===== src/rtl/video_timing_gen_pkg.sv =====
// Raster timing constant sets shared by generator instantiations and benches.
package video_timing_pkg;

    // One complete raster description: active/porch/sync lengths and sync polarity.
    typedef struct packed {
        int unsigned h_active;
        int unsigned h_fp;
        int unsigned h_sync;
        int unsigned h_bp;
        int unsigned v_active;
        int unsigned v_fp;
        int unsigned v_sync;
        int unsigned v_bp;
        logic        hs_pol;
        logic        vs_pol;
    } timing_cfg_t;

    // CEA 1280x720p60, 74.25 MHz pixel clock, positive syncs.
    localparam timing_cfg_t CFG_720P60 = '{
        h_active: 1280, h_fp: 110, h_sync: 40, h_bp: 220,
        v_active: 720,  v_fp: 5,   v_sync: 5,  v_bp: 20,
        hs_pol: 1'b1,   vs_pol: 1'b1
    };

    // VGA 640x480p60, 25.175 MHz pixel clock, negative syncs.
    localparam timing_cfg_t CFG_480P60 = '{
        h_active: 640, h_fp: 16, h_sync: 96, h_bp: 48,
        v_active: 480, v_fp: 10, v_sync: 2,  v_bp: 33,
        hs_pol: 1'b0,  vs_pol: 1'b0
    };

    // Clocks per line for a configuration.
    function automatic int unsigned h_total(input timing_cfg_t cfg);
        return cfg.h_active + cfg.h_fp + cfg.h_sync + cfg.h_bp;
    endfunction

    // Lines per frame for a configuration.
    function automatic int unsigned v_total(input timing_cfg_t cfg);
        return cfg.v_active + cfg.v_fp + cfg.v_sync + cfg.v_bp;
    endfunction

endpackage


===== src/rtl/video_timing_gen_if.sv =====
// Raster output bundle between the timing generator and the pixel pipeline.
interface video_timing_gen_if #(
    parameter int unsigned X_W = 11,
    parameter int unsigned Y_W = 10
);
    logic           en;
    logic           tx_dv;
    logic           tx_hs;
    logic           tx_vs;
    logic [X_W-1:0] x;
    logic [Y_W-1:0] y;
    logic           line_start;
    logic           frame_start;

    // Generator side: takes run enable, produces timing.
    modport master (
        input  en,
        output tx_dv, tx_hs, tx_vs, x, y, line_start, frame_start
    );

    // Consumer side: drives run enable, receives timing.
    modport slave (
        output en,
        input  tx_dv, tx_hs, tx_vs, x, y, line_start, frame_start
    );
endinterface


===== src/rtl/video_timing_gen.sv =====
// Raster timing generator: h/v counters plus a registered decoder for dv/syncs/coords/strobes.
module video_timing_gen
    import video_timing_pkg::*;
#(
    parameter int unsigned H_ACTIVE = CFG_720P60.h_active,
    parameter int unsigned H_FP     = CFG_720P60.h_fp,
    parameter int unsigned H_SYNC   = CFG_720P60.h_sync,
    parameter int unsigned H_BP     = CFG_720P60.h_bp,
    parameter int unsigned V_ACTIVE = CFG_720P60.v_active,
    parameter int unsigned V_FP     = CFG_720P60.v_fp,
    parameter int unsigned V_SYNC   = CFG_720P60.v_sync,
    parameter int unsigned V_BP     = CFG_720P60.v_bp,
    parameter bit          HS_POL   = CFG_720P60.hs_pol,
    parameter bit          VS_POL   = CFG_720P60.vs_pol,
    parameter int unsigned X_W      = 11,
    parameter int unsigned Y_W      = 10
) (
    input  logic              tx_clk,
    input  logic              rst,
    video_timing_gen_if.master vif
);

    localparam int unsigned H_TOTAL = H_ACTIVE + H_FP + H_SYNC + H_BP;
    localparam int unsigned V_TOTAL = V_ACTIVE + V_FP + V_SYNC + V_BP;
    localparam int unsigned HC_W    = $clog2(H_TOTAL);
    localparam int unsigned VC_W    = $clog2(V_TOTAL);

    localparam logic [HC_W-1:0] H_LAST  = HC_W'(H_TOTAL - 1);
    localparam logic [HC_W-1:0] H_AEND  = HC_W'(H_ACTIVE);
    localparam logic [HC_W-1:0] HS_BEG  = HC_W'(H_ACTIVE + H_FP);
    localparam logic [HC_W-1:0] HS_END  = HC_W'(H_ACTIVE + H_FP + H_SYNC);
    localparam logic [VC_W-1:0] V_LAST  = VC_W'(V_TOTAL - 1);
    localparam logic [VC_W-1:0] V_AEND  = VC_W'(V_ACTIVE);
    localparam logic [VC_W-1:0] VS_BEG  = VC_W'(V_ACTIVE + V_FP);
    localparam logic [VC_W-1:0] VS_END  = VC_W'(V_ACTIVE + V_FP + V_SYNC);

    // Reject configurations the counters and coordinate outputs cannot represent.
    generate
        if (int'(X_W) < $clog2(H_ACTIVE) || int'(Y_W) < $clog2(V_ACTIVE)) begin : g_bad_coord_w
            $error("video_timing_gen: X_W/Y_W too narrow for active area");
        end
        if (H_FP == 0 || H_SYNC == 0 || H_BP == 0 ||
            V_FP == 0 || V_SYNC == 0 || V_BP == 0) begin : g_bad_porch
            $error("video_timing_gen: porch and sync lengths must be at least 1");
        end
    endgenerate

    logic [HC_W-1:0] h_cnt_q, h_cnt_d;
    logic [VC_W-1:0] v_cnt_q, v_cnt_d;
    logic            dv_q, dv_d;
    logic            hs_q, hs_d;
    logic            vs_q, vs_d;
    logic [X_W-1:0]  x_q, x_d;
    logic [Y_W-1:0]  y_q, y_d;
    logic            ls_q, ls_d;
    logic            fs_q, fs_d;
    logic            active;

    // Decode the current counter position and compute the next counter position.
    always_comb begin
        h_cnt_d = '0;
        v_cnt_d = '0;
        dv_d    = 1'b0;
        hs_d    = ~HS_POL;
        vs_d    = ~VS_POL;
        x_d     = '0;
        y_d     = '0;
        ls_d    = 1'b0;
        fs_d    = 1'b0;
        active  = (h_cnt_q < H_AEND) && (v_cnt_q < V_AEND);

        if (vif.en) begin
            dv_d = active;
            hs_d = (h_cnt_q >= HS_BEG && h_cnt_q < HS_END) ? HS_POL : ~HS_POL;
            vs_d = (v_cnt_q >= VS_BEG && v_cnt_q < VS_END) ? VS_POL : ~VS_POL;
            x_d  = active ? X_W'(h_cnt_q) : x_q;
            y_d  = active ? Y_W'(v_cnt_q) : y_q;
            ls_d = active && (h_cnt_q == '0);
            fs_d = active && (h_cnt_q == '0) && (v_cnt_q == '0);

            if (h_cnt_q == H_LAST) begin
                h_cnt_d = '0;
                v_cnt_d = (v_cnt_q == V_LAST) ? '0 : v_cnt_q + VC_W'(1);
            end else begin
                h_cnt_d = h_cnt_q + HC_W'(1);
                v_cnt_d = v_cnt_q;
            end
        end
    end

    // Counter and output registers; reset parks the raster at its origin with syncs idle.
    always_ff @(posedge tx_clk or posedge rst) begin
        if (rst) begin
            h_cnt_q <= '0;
            v_cnt_q <= '0;
            dv_q    <= 1'b0;
            hs_q    <= ~HS_POL;
            vs_q    <= ~VS_POL;
            x_q     <= '0;
            y_q     <= '0;
            ls_q    <= 1'b0;
            fs_q    <= 1'b0;
        end else begin
            h_cnt_q <= h_cnt_d;
            v_cnt_q <= v_cnt_d;
            dv_q    <= dv_d;
            hs_q    <= hs_d;
            vs_q    <= vs_d;
            x_q     <= x_d;
            y_q     <= y_d;
            ls_q    <= ls_d;
            fs_q    <= fs_d;
        end
    end

    assign vif.tx_dv       = dv_q;
    assign vif.tx_hs       = hs_q;
    assign vif.tx_vs       = vs_q;
    assign vif.x           = x_q;
    assign vif.y           = y_q;
    assign vif.line_start  = ls_q;
    assign vif.frame_start = fs_q;

endmodule

===== src/flat_wrapper.sv =====
// flat-port wrapper written by rule: the top's interface ports become plain ports
module video_timing_gen_flat import video_timing_pkg::*;
#(
    parameter int unsigned H_ACTIVE = CFG_720P60.h_active,
    parameter int unsigned H_FP     = CFG_720P60.h_fp,
    parameter int unsigned H_SYNC   = CFG_720P60.h_sync,
    parameter int unsigned H_BP     = CFG_720P60.h_bp,
    parameter int unsigned V_ACTIVE = CFG_720P60.v_active,
    parameter int unsigned V_FP     = CFG_720P60.v_fp,
    parameter int unsigned V_SYNC   = CFG_720P60.v_sync,
    parameter int unsigned V_BP     = CFG_720P60.v_bp,
    parameter bit          HS_POL   = CFG_720P60.hs_pol,
    parameter bit          VS_POL   = CFG_720P60.vs_pol,
    parameter int unsigned X_W      = 11,
    parameter int unsigned Y_W      = 10
)
  (tx_clk, rst, vif_en, vif_tx_dv, vif_tx_hs, vif_tx_vs, vif_x, vif_y, vif_line_start, vif_frame_start);
  video_timing_gen_if #(.X_W(X_W), .Y_W(Y_W)) vif_i ();
  input  logic tx_clk;
  input  logic rst;
  input wire logic [$bits(vif_i.en)-1:0] vif_en;
  output wire logic [$bits(vif_i.tx_dv)-1:0] vif_tx_dv;
  output wire logic [$bits(vif_i.tx_hs)-1:0] vif_tx_hs;
  output wire logic [$bits(vif_i.tx_vs)-1:0] vif_tx_vs;
  output wire logic [$bits(vif_i.x)-1:0] vif_x;
  output wire logic [$bits(vif_i.y)-1:0] vif_y;
  output wire logic [$bits(vif_i.line_start)-1:0] vif_line_start;
  output wire logic [$bits(vif_i.frame_start)-1:0] vif_frame_start;
  assign vif_i.en = vif_en;
  assign vif_tx_dv = vif_i.tx_dv;
  assign vif_tx_hs = vif_i.tx_hs;
  assign vif_tx_vs = vif_i.tx_vs;
  assign vif_x = vif_i.x;
  assign vif_y = vif_i.y;
  assign vif_line_start = vif_i.line_start;
  assign vif_frame_start = vif_i.frame_start;
  video_timing_gen #(.H_ACTIVE(H_ACTIVE), .H_FP(H_FP), .H_SYNC(H_SYNC), .H_BP(H_BP), .V_ACTIVE(V_ACTIVE), .V_FP(V_FP), .V_SYNC(V_SYNC), .V_BP(V_BP), .HS_POL(HS_POL), .VS_POL(VS_POL), .X_W(X_W), .Y_W(Y_W)) u_core (.tx_clk(tx_clk), .rst(rst), .vif(vif_i));
endmodule

===== config.mk =====
export PLATFORM = sky130hd
export DESIGN_NAME = video_timing_gen_flat
export DESIGN_NICKNAME = d
export VERILOG_FILES = /design/src/rtl/video_timing_gen_pkg.sv /design/src/rtl/video_timing_gen_if.sv /design/src/rtl/video_timing_gen.sv /design/src/flat_wrapper.sv
export SDC_FILE = /design/constraint.sdc
export NUM_CORES = 1
export LEC_CHECK = 0
export BUFFER_PORTS_ARGS = -buffer_cell sky130_fd_sc_hd__buf_2
export CAP_MARGIN = 10
export CORE_MARGIN = 2
export CORE_UTILIZATION = 55
export DETAILED_ROUTE_END_ITERATION = 7
export PLACE_DENSITY = 0.74
export SKIP_CTS_REPAIR_TIMING = 1
export SLEW_MARGIN = 5
export SYNTH_ARGS = -nofsm -noshare
export SYNTH_HDL_FRONTEND = slang
export SYNTH_SLANG_ARGS = --single-unit
export TNS_END_PERCENT = 20

===== constraint.sdc =====
create_clock -name tx_clk -period 2.5 [get_ports tx_clk]
set_input_delay 0.5 -clock tx_clk [delete_from_list [all_inputs] [get_ports tx_clk]]
set_output_delay 0.5 -clock tx_clk [all_outputs]
set_load 0.02 [all_outputs]

; Yosys cells after proc, flatten, opt, wreduce, memory -nomap -nowiden
; Cells that the tools add are included.
[totals]
regBits = 47
in_bits = 3
out_inout_bits = 26
word_cells = 44
[classes]
n_addsub = 2
order_cmp = 6
n_eq_ne = 4
muxes = 16
n_reduce_logical = 7
[op_table]
columns = operator, count
row1 = $mux W10, 5
row2 = $mux W11, 4
row3 = $lt A11 B11 Y1 const B, 2
row4 = $lt A10 B10 Y1 const B, 2
row5 = $add A11 B1 Y11 const B, 1
row6 = $eq A11 B11 Y1 const B, 1
row7 = $ge A11 B11 Y1 const B, 1
row8 = $logic_not A11 Y1, 1
row9 = $add A10 B1 Y10 const B, 1
row10 = $eq A10 B10 Y1 const B, 1
row11 = $ge A10 B10 Y1 const B, 1
row12 = $logic_not A10 Y1, 1
row13 = $mux W1, 7
row14 = $logic_and A1 B1 Y1, 5
row15 = $ne A2 B1 Y1 const B, 2

; Depth between registers and ports, before layout
; Gate-level depths: netlist of the first run.
[depth]
word_depth = 5
depth_mapped = 7
depth_no_buf = 6

; Worst setup path before layout of the first run
; No wires, ideal clock.
[synth_timing]
kind = register to register
startpoint = register u_core.h_cnt_q[2]
endpoint = register u_core.v_cnt_q[4]
setup_ns = 0.078
t_arrival_ns = 2.060
required_time_ns = 2.422
setup_slack_ns = 0.362
path_stages_with_launch = 7
path_buffers = 2
period_less_slack_ns = 2.138
cell_sequence = dfrtp_1 -> buf_6 -> or4_4 -> or3_1 -> buf_2 -> or4_1 -> a21oi_1
[synth_between]
elab_chain_len = 2
[synth_rtl]
columns = element, line_no
row1 = from (decl), video_timing_gen.sv:48  ; logic [HC_W-1:0] h_cnt_q, h_cnt_d;
row2 = from (signal assigned), video_timing_gen.sv:104  ; h_cnt_q <= h_cnt_d;
row3 = $eq A11 B11 Y1, video_timing_gen.sv:81  ; if (h_cnt_q == H_LAST) begin
row4 = $ne A2 B1 Y1 (no source line), -
row5 = to (signal assigned), video_timing_gen.sv:105  ; v_cnt_q <= v_cnt_d;
row6 = to (decl), video_timing_gen.sv:49  ; logic [VC_W-1:0] v_cnt_q, v_cnt_d;
; Every way passes these cells.
; A chain may end at the register's enable or synchronous reset.

; Worst setup path after layout of the first run
[layout_timing]
startpoint = register u_core.h_cnt_q[3]
endpoint = register u_core.v_cnt_q[4]
; The elaborated chain is that of the path after synthesis.

==> results.md, run 1 <==
- Status: complete, no violations
- Critical path type: flip-flop to flip-flop
- Clock buffer count from CTS: 5
- Ports: 29
- Gate count of the mapped netlist: 215
- Seq cells post-synth: 47
- Multiplexer share of the synthesized area: 0.004499
- Number of clock sinks: 47
- CP required: 2730 ps
- Min Tclk post-route: 2237 ps
- Routed len/inst: roughly 17 µm
- Slew @ Worst Pin: ~500 ps
- Power Dens Cells: 599.3 nW/µm²
- Largest net degree at the start of global routing: 23
- Overall routing resource usage: 0.2383
- Worst-Skew Late Latency: roughly 300 ps
- Register area share after synthesis: 0.5287
- Post-synth ARST share: 1.000
- Max cap viols: 0
- Main synth FF type: dfrtp_1
- Die ar.: 4570 µm²
- Period utilisation layout: 0.8948
- First-pass DRT Iterations: 4
- Endpoints failing setup: 0
- Avg Synthesized Cell Area: slightly above 10 µm²
- H-tree Lvls: 2
- Die X: 67.60 µm
- Top-area cell type share of the netlist area: 0.5287
- Root Buffer: clkbuf_8
- Final HPWL DP: 3267 µm
- Core ar.: 3943 µm²
- Crit. End Element: flip-flop
- Complex-gate fraction of the synthesized area: 0.1519
- Synth unique cells: 37
- Final TNS setup: 0 ps
- Synthesis-to-layout area growth: 13.44%
- Core Util, Final: 0.6401
- First DRT Iteration DRCs: 151
- Peak supply drop: 293.0 µV
- Final hold violations: 0
- Relative slew margins: 0.6689
- Netlist Area Pre-Place: 2225 µm²
- Number of global-route vias before repair: 1562
- Post-Synth Simple-Gate Area: 0.1935
- GRT overflow: 0
- Inst Count DP: 281
- Vias: around 1700
- Post-synthesis adder-cell area fraction: 0.03937
- # DRC: 0
- Initial antenna violation count: 0
- Non-filler instance count after layout: approximately 290
- First-pass GRT wire length: around 8000 µm
- Die Y: just under 70 µm
- Max Freq: 447.0 MHz
- Clock buffer depth: 2
- Clock skew: 4.314 ps
- Post-Syn Nets: 225
- Synth area leaders: dfrtp_1, a22o_1, ha_1
- Storage cell area: 1176 µm²
- Commonest non-fill, non-tap cell in the layout: dfrtp_1
- RSZ-0062 raised after global routing: false
- NumNets Final: 248
- Antenna cells: 0
- Synth Warn #: 0
- Initial Util: 0.5643
- Fraction of layout cells with a size suffix above 1: 0.1799
- Row count: 23
- Worst-path clk slew: 80 ps
- Drt via density: 6.007
- IO buf count: 28
- Routed wire length: 4831 µm
- Hold WS: 119.3 ps
- Multi-input gate area: 944.7 µm²
- Placer Congestion: ~0.9
- Post-synth EDFFs: 0
- CP Max Fanout: 9
- Arrival time at the worst endpoint: 2470 ps
- Commonest non-fill, non-tap cells in the layout: dfrtp_1, buf_2, a22o_1
- Leakage: around 1.2 nW
- Startpoint Class: flip-flop
- ANT nets after route: 0
- Area leader, netlist: dfrtp_1
- Fill cell count: 319
- Largest family of logic cells by synthesized area: simple AND/OR/NAND/NOR gates
- CTS tree: done
- Slew Viols, Final: 0
- XOR/XNOR Fraction of Synth Area: 0.03543
- Hold WC Path Type: input pin to async pin
[cell usage after synthesis (2+ instances only)]
cell	count
clkbuf_1	14
xnor2_1	4
and4_1	2
and2_1	2
ha_1	7
or4_1	5
nand2_1	17
nor4_1	4
xor2_1	5
buf_2	2
or3_1	5
o21ai_0	7
nor4b_1	3
inv_1	8
a22o_1	21
dfrtp_1	47
a31oi_1	2
nor2_1	15
nand4_1	6
nand3_1	7
nor3_1	6
a21oi_1	9
o31ai_1	3
[flip-flops by register name (all words and copies together) (netlist names)]
signal,cells
u_core.h_cnt_q,11
u_core.vif.x,11
u_core.v_cnt_q,10
u_core.vif.y,10
u_core.vif.frame_start,1
u_core.vif.line_start,1
u_core.vif.tx_dv,1
u_core.vif.tx_hs,1
u_core.vif.tx_vs,1
[area by class of cell]
type,count,share of cell area
Inverter,8,0.01190
Timing Repair Buffer,33,0.07040
Tap cell,50,0.02479
Sequential cell,47,0.4660
Multi-Input combinational cell,143,0.3743
Clock buffer,6,0.02876
Clock inverter,2,0.02380
[logic make-up after synthesis]
family | after synthesis
muxes | 1
AOI/OAI and AO/OA | 47
xor gates and xnor gates | 9
and+or+nand+nor | 79
adders and majority gates | 7
buffers and inverters | 25
DFF | 47
[per-stage QoR]
step                      power [mW]  area [µm²]  worst slack (ps)
after floorplan               0.8446        2225             362.4
after global placement        0.8673        2391             328.5
after detailed placement      0.8688        2391             298.8
after CTS                      1.521        2524             268.4
after global routing           1.565        2524             160.7
final                          1.512        2524             263.0
[path summary, 6_finish.rpt]
| path | to | cells past startpoint | slack, ps | startpoint |
|---|---|---|---|---|
| setup / recovery | u_core.v_cnt_q[4] | 4 | 260 | u_core.h_cnt_q[3] |
| hold / removal | u_core.vif.tx_dv | 2 | 120 | rst |
| setup reg to reg | u_core.v_cnt_q[4] | 4 | 260 | u_core.h_cnt_q[3] |
| hold reg to reg | u_core.vif.x[7] | 1 | 510 | u_core.vif.x[7] |
| max in group asynchronous | u_core.h_cnt_q[3] | 3 | 1830 | rst |
| min in group tx_clk | u_core.vif.x[7] | 1 | 510 | u_core.vif.x[7] |
[critical path, stage by stage, from the launching register on]
cell and delay (ps):
dfrtp_1 460, or4_4 570, or3_1 440, or4_1 540
a21oi_1 150
[routing by layer]
layer,up-vias,share of wire,global-route usage
li1,828,-,-
met1,834,0.48,0.3515
met2,66,0.44,0.3370
met3,8,0.057,0.05167
met4,0,0.017,0.09694
met5,-,0,0
[where the power goes]
| group | switching, mW | internal (mW) |
|---|---|---|
| Sequential | 0.0114 | 0.770 |
| Clock | 0.259 | 0.400 |
| Combinational | 0.0513 | 0.0215 |
| Total | 0.322 | 1.19 |
Note: power is estimated with default switching activity, not from simulation.
==> run 2, diff against run 1 <==
--- a/config.mk
+++ b/config.mk
@@ -8,9 +8,9 @@
 export BUFFER_PORTS_ARGS = -buffer_cell sky130_fd_sc_hd__buf_2
 export CAP_MARGIN = 10
 export CORE_MARGIN = 2
-export CORE_UTILIZATION = 55
+export CORE_UTILIZATION = 45
 export DETAILED_ROUTE_END_ITERATION = 7
-export PLACE_DENSITY = 0.74
+export PLACE_DENSITY = 0.63
 export SKIP_CTS_REPAIR_TIMING = 1
 export SLEW_MARGIN = 5
 export SYNTH_ARGS = -nofsm -noshare
==> results.md, run 2 (same netlist as run 1, synthesis figures left out) <==
- Status: complete, no violations
- First-pass GRT wire length: 7603 µm
- Critical path type: flip-flop to flip-flop
- Relative slew margins: 0.5557
- IO buf count: 28
- Worst reg2reg startpoint: u_core.h_cnt_q[3]
- NetSw: 0.3023 mW
- R2r endpoint: u_core.v_cnt_q[4]
- Root Buffer: clkbuf_8
- Vias: 1693
- Overall routing resource usage: 0.1800
- Startpoint Class: flip-flop
- Hold WC Path Type: input pin to async pin
- H-tree Lvls: 2
- Initial Util: 0.4679
- Min Tclk post-route: 2230 ps
- Routing usage on met2: 0.2431
- Clock buffer count from CTS: 5
- Largest net degree at the start of global routing: 33
- Crit. End Element: flip-flop
- Commonest non-fill, non-tap cells in the layout: dfrtp_1, buf_2, a22o_1
- Routed wire length: approximately 4700 µm
- Grt met3 use: 0.04607
- Number of clock sinks: 47
- CP required: 2730 ps
- Antenna cells: 0
- Period utilisation layout: 0.8920
- Power share of the sequential group: 0.595
- Leakage: 1.149 nW
- Worst-path clk slew: roughly 80 ps
- Initial antenna violation count: 0
- CP Cell Sequence: or4_4 > or3_1 > or4_1 > a21oi_1
- Slowest stage cell, crit path: or4_4
- Comb pwr share: 0.055
- Max Freq: 448.4 MHz
- Placer Congestion: 0.7939
- Layer with the highest usage: met1
- Grt met1 use: 0.2841
- First-pass DRT Iterations: 4
- Final hold violations: 0
- Number of global-route vias before repair: 1490
- Commonest non-fill, non-tap cell in the layout: dfrtp_1
- Endpoints failing setup: 0
- Worst-Skew Late Latency: 290 ps
- Arrival time at the worst endpoint: 2460 ps
- CP Max Fanout: 9
- Multi-input gate area: approximately 940 µm²
- Storage cell area: around 1200 µm²
- Routed len/inst: about 15 µm
- Slew @ Worst Pin: 665.4 ps
- Register-to-Register Path Depth: 4
- Die Y: approximately 74 µm
- Clock skew: 6.362 ps
- Synthesis-to-layout area growth: 12.37%
- Peak supply drop: between 200 and 300 µV
- Power Total: 1.311 mW
- Switching share of power: 0.2307
- Clock share of power: 0.350
- NumNets Final: 248
- Max cap viols: 0
- Die ar.: 5522 µm²
- Max incr delay on CP: 570 ps
- Clock buffer depth: 2
- Final HPWL DP: 3253 µm
- RSZ-0062 raised after global routing: false
- Die X: 74.31 µm
- Row count: 25
- Final TNS setup: 0 ps
- Ports: 29
- Slew Viols, Final: 0
- DP Area: 2412 µm²
- Internal power: 1.008 mW
- Finished Cell Area: roughly 2500 µm²
- Drt via density: between 5 and 6
- Power Dens Cells: 524.2 nW/µm²
- R2r setup slk: roughly 270 ps
- GRT overflow: 0
- Fill cell count: 451
- First DRT Iteration DRCs: 107
- # DRC: 0
- Core ar.: 4755 µm²
- ANT nets after route: 0
- Fraction of layout cells with a size suffix above 1: 0.1807
- CTS tree: done
-- run 2: area by class of cell --
class / instances / share of cell area
well taps: 67 / 0.03353
repair buffers: 33 / 0.07107
inverters: 8 / 0.01201
clock buffers: 6 / 0.03303
clock inverters: 1 / 0.002002
flip-flops and latches: 47 / 0.4705
multi-input cells: 143 / 0.3779
-- run 2: how the worst max path moves through the flow --
| stage | start | end | depth (start not counted) |
|---|---|---|---|
| 2_1_floorplan | u_core.h_cnt_q[2] | u_core.v_cnt_q[4] | 6 |
| 3_3_place_gp | u_core.h_cnt_q[3] | u_core.v_cnt_q[4] | 4 |
| 3_5_place_dp | u_core.h_cnt_q[3] | u_core.v_cnt_q[4] | 4 |
| 4_1_cts | u_core.h_cnt_q[3] | u_core.v_cnt_q[4] | 4 |
| 5_1_grt | u_core.h_cnt_q[3] | u_core.v_cnt_q[4] | 4 |
| 6_report | u_core.h_cnt_q[3] | u_core.v_cnt_q[4] | 4 |
-- run 2: per-layer routing --
layer	part of all wire	wire length (µm)
met5	0	0
met3	0.065	303
met4	0.0082	38
met2	0.43	2007
met1	0.50	2312
-- run 2: power groups by stage --
stage          clock network (mW)  registers [mW]  logic (mW)
2_1_floorplan                   0           0.800      0.0445
3_3_place_gp                    0           0.795      0.0732
3_5_place_dp                    0           0.795      0.0730
4_1_cts                     0.469           0.780      0.0733
5_1_grt                     0.507           0.782      0.0814
6_report                    0.458           0.780      0.0722
-- run 2: metrics by stage --
step | hold slack, ps | worst slack [ps] | utilization | instances
2_1_floorplan | 511.3 | 362.4 | - | 215
3_3_place_gp | 483.3 | 315.6 | 0.5074 | 298
3_5_place_dp | 487.1 | 285.0 | 0.5074 | 298
4_1_cts | 311.8 | 262.3 | 0.5258 | 305
5_1_grt | 344.6 | 137.6 | 0.5258 | 305
6_report | 296.7 | 269.9 | 0.5258 | 305
-- run 2: worst max-delay path, delay by kind of cell (launching register included) --
family           cells  cell delay (ps)
AO/OA/AOI/OAI        1              150
flip-flops           1              450
AND/OR/NAND/NOR      3             1560
==> run 3, diff against run 2 <==
--- a/config.mk
+++ b/config.mk
@@ -7,10 +7,12 @@
 export LEC_CHECK = 0
 export BUFFER_PORTS_ARGS = -buffer_cell sky130_fd_sc_hd__buf_2
 export CAP_MARGIN = 10
+export CELL_PAD_IN_SITES_DETAIL_PLACEMENT = 1
+export CELL_PAD_IN_SITES_GLOBAL_PLACEMENT = 2
 export CORE_MARGIN = 2
-export CORE_UTILIZATION = 45
+export CORE_UTILIZATION = 36
 export DETAILED_ROUTE_END_ITERATION = 7
-export PLACE_DENSITY = 0.63
+export PLACE_DENSITY = 0.75
 export SKIP_CTS_REPAIR_TIMING = 1
 export SLEW_MARGIN = 5
 export SYNTH_ARGS = -nofsm -noshare
==> results.md, run 3 (same netlist as run 1, synthesis figures left out) <==
- Status: complete, no violations
- Worst-path clk slew: approximately 90 ps
- Commonest non-fill, non-tap cell in the layout: dfrtp_1
- GRT overflow: 0
- Power Total: 1.352 mW
- CTS tree: done
- Ports: 29
- Clock buffer depth: 2
- Fraction of layout cells with a size suffix above 1: 0.1909
- First-pass DRT Iterations: 4
- Period utilisation layout: 0.8964
- Final hold violations: 0
- Endpoints failing setup: 0
- Min Tclk post-route: 2241 ps
- Number of clock sinks: 47
- Critical path type: flip-flop to flip-flop
- Leakage: 1.165 nW
- Final TNS setup: 0 ps
- Arrival time at the worst endpoint: 2480 ps
- CP required: 2740 ps
- Clock skew: 13.21 ps
- Peak supply drop: 214.9 µV
- Relative slew margins: 0.6607
- Non-filler instance count after layout: 316
- Slew @ Worst Pin: 508.2 ps
- Max Freq: 446.2 MHz
- Fill cell count: 687
- Final HPWL DP: 3965 µm
- Placer Congestion: 0.7608
- Initial Util: 0.3735
- Commonest non-fill, non-tap cells in the layout: dfrtp_1, buf_2, a22o_1
- Routed len/inst: 17.24 µm
- Hold WS: 213.1 ps
- Root Buffer: clkbuf_8
- Hold WC Path Type: input pin to async pin
- Routed wire length: 5449 µm
- Max incr delay on CP: 570 ps
- Row count: 28
- Slew Viols, Final: 0
- Grt met1 use: 0.2657
- First-pass GRT wire length: 9094 µm
- IO buf count: 28
- NumNets Final: 250
- Max cap viols: 0
- Core ar.: 5956 µm²
- Die Y: 82.61 µm
- H-tree Lvls: 2
- Slowest stage cell, crit path: or4_4
- Vias: 1731
- Layer with the highest usage: met1
- Grt met3 use: 0.03370
- RSZ-0062 raised after global routing: false
- Worst-Skew Late Latency: 310 ps
- Inst Count DP: between 300 and 400
- Die X: 82.61 µm
- Register-to-Register Path Depth: 4
- Number of global-route vias before repair: 1730
- Antenna cells: 0
- Clock buffer count from CTS: 5
- Synthesis-to-layout area growth: 14.57%
- # DRC: 0
- Initial antenna violation count: 0
- CP Cell Sequence: or4_4 > or3_1 > or4_1 > a21oi_1
- Power Dens Cells: 530.6 nW/µm²
- Drt via density: 5.478
- DP Area: ~2400 µm²
- Largest net degree at the start of global routing: 27
- First DRT Iteration DRCs: 115
- Routing usage on met2: 0.2597
- Die ar.: between 6000 and 7000 µm²
- Overall routing resource usage: 0.1785
- Startpoint Class: flip-flop
- CP Max Fanout: 9
- Crit. End Element: flip-flop
- ANT nets after route: 0
- Finished Cell Area: 2549 µm²
## run 3: cell count changes in the layout (fill, tap and decap cells not counted), sizes merged
cell,previous run,this run
clkinvlp,0,1
buf,33,35
## run 3: report_power, final
group	internal (mW)	switching, mW
combinational	0.0236	0.0527
sequential	0.770	0.0110
clock	0.226	0.269
total	1.02	0.333
## run 3: final cells by class
cell class	count	area [µm²]	area share
timing repair buffer	35	205.2	0.08051
multi-input combinational	143	944.7	0.3706
sequential	47	1176	0.4615
clock inverter	2	16.27	0.006382
clock buffer	6	82.58	0.03240
inverter	8	30.03	0.01178
tap	75	93.84	0.03682
## run 3: worst paths after layout
path	slack [ps]	startpoint	end
max	260	u_core.h_cnt_q[3]	u_core.v_cnt_q[4]
min	210	rst	u_core.vif.tx_dv
max reg2reg	260	u_core.h_cnt_q[3]	u_core.v_cnt_q[4]
min reg2reg	510	u_core.vif.y[6]	u_core.vif.y[6]
max in group asynchronous	1770	rst	u_core.vif.x[2]
min in group tx_clk	510	u_core.vif.y[6]	u_core.vif.y[6]
## run 3: per-stage QoR
stage	worst slack [ps]	utilization
6_report	259.0	0.4279
5_1_grt	138.2	0.4279
4_1_cts	270.6	0.4279
3_5_place_dp	281.4	0.4113
3_3_place_gp	318.9	0.4113
2_1_floorplan	362.4	-
## run 3: worst max-delay path: cells and delay by family (launching register included)
kind,cells,cell delay [ps]
compound gates,1,150
flops,1,460
simple gates,3,1580
## run 3: routing by layer
metal  vias to the layer above  part of all wire
met3                         6             0.024
li1                        829                 -
met5                         -                 0
met1                       869              0.52
met2                        27              0.45
met4                         0             0.014
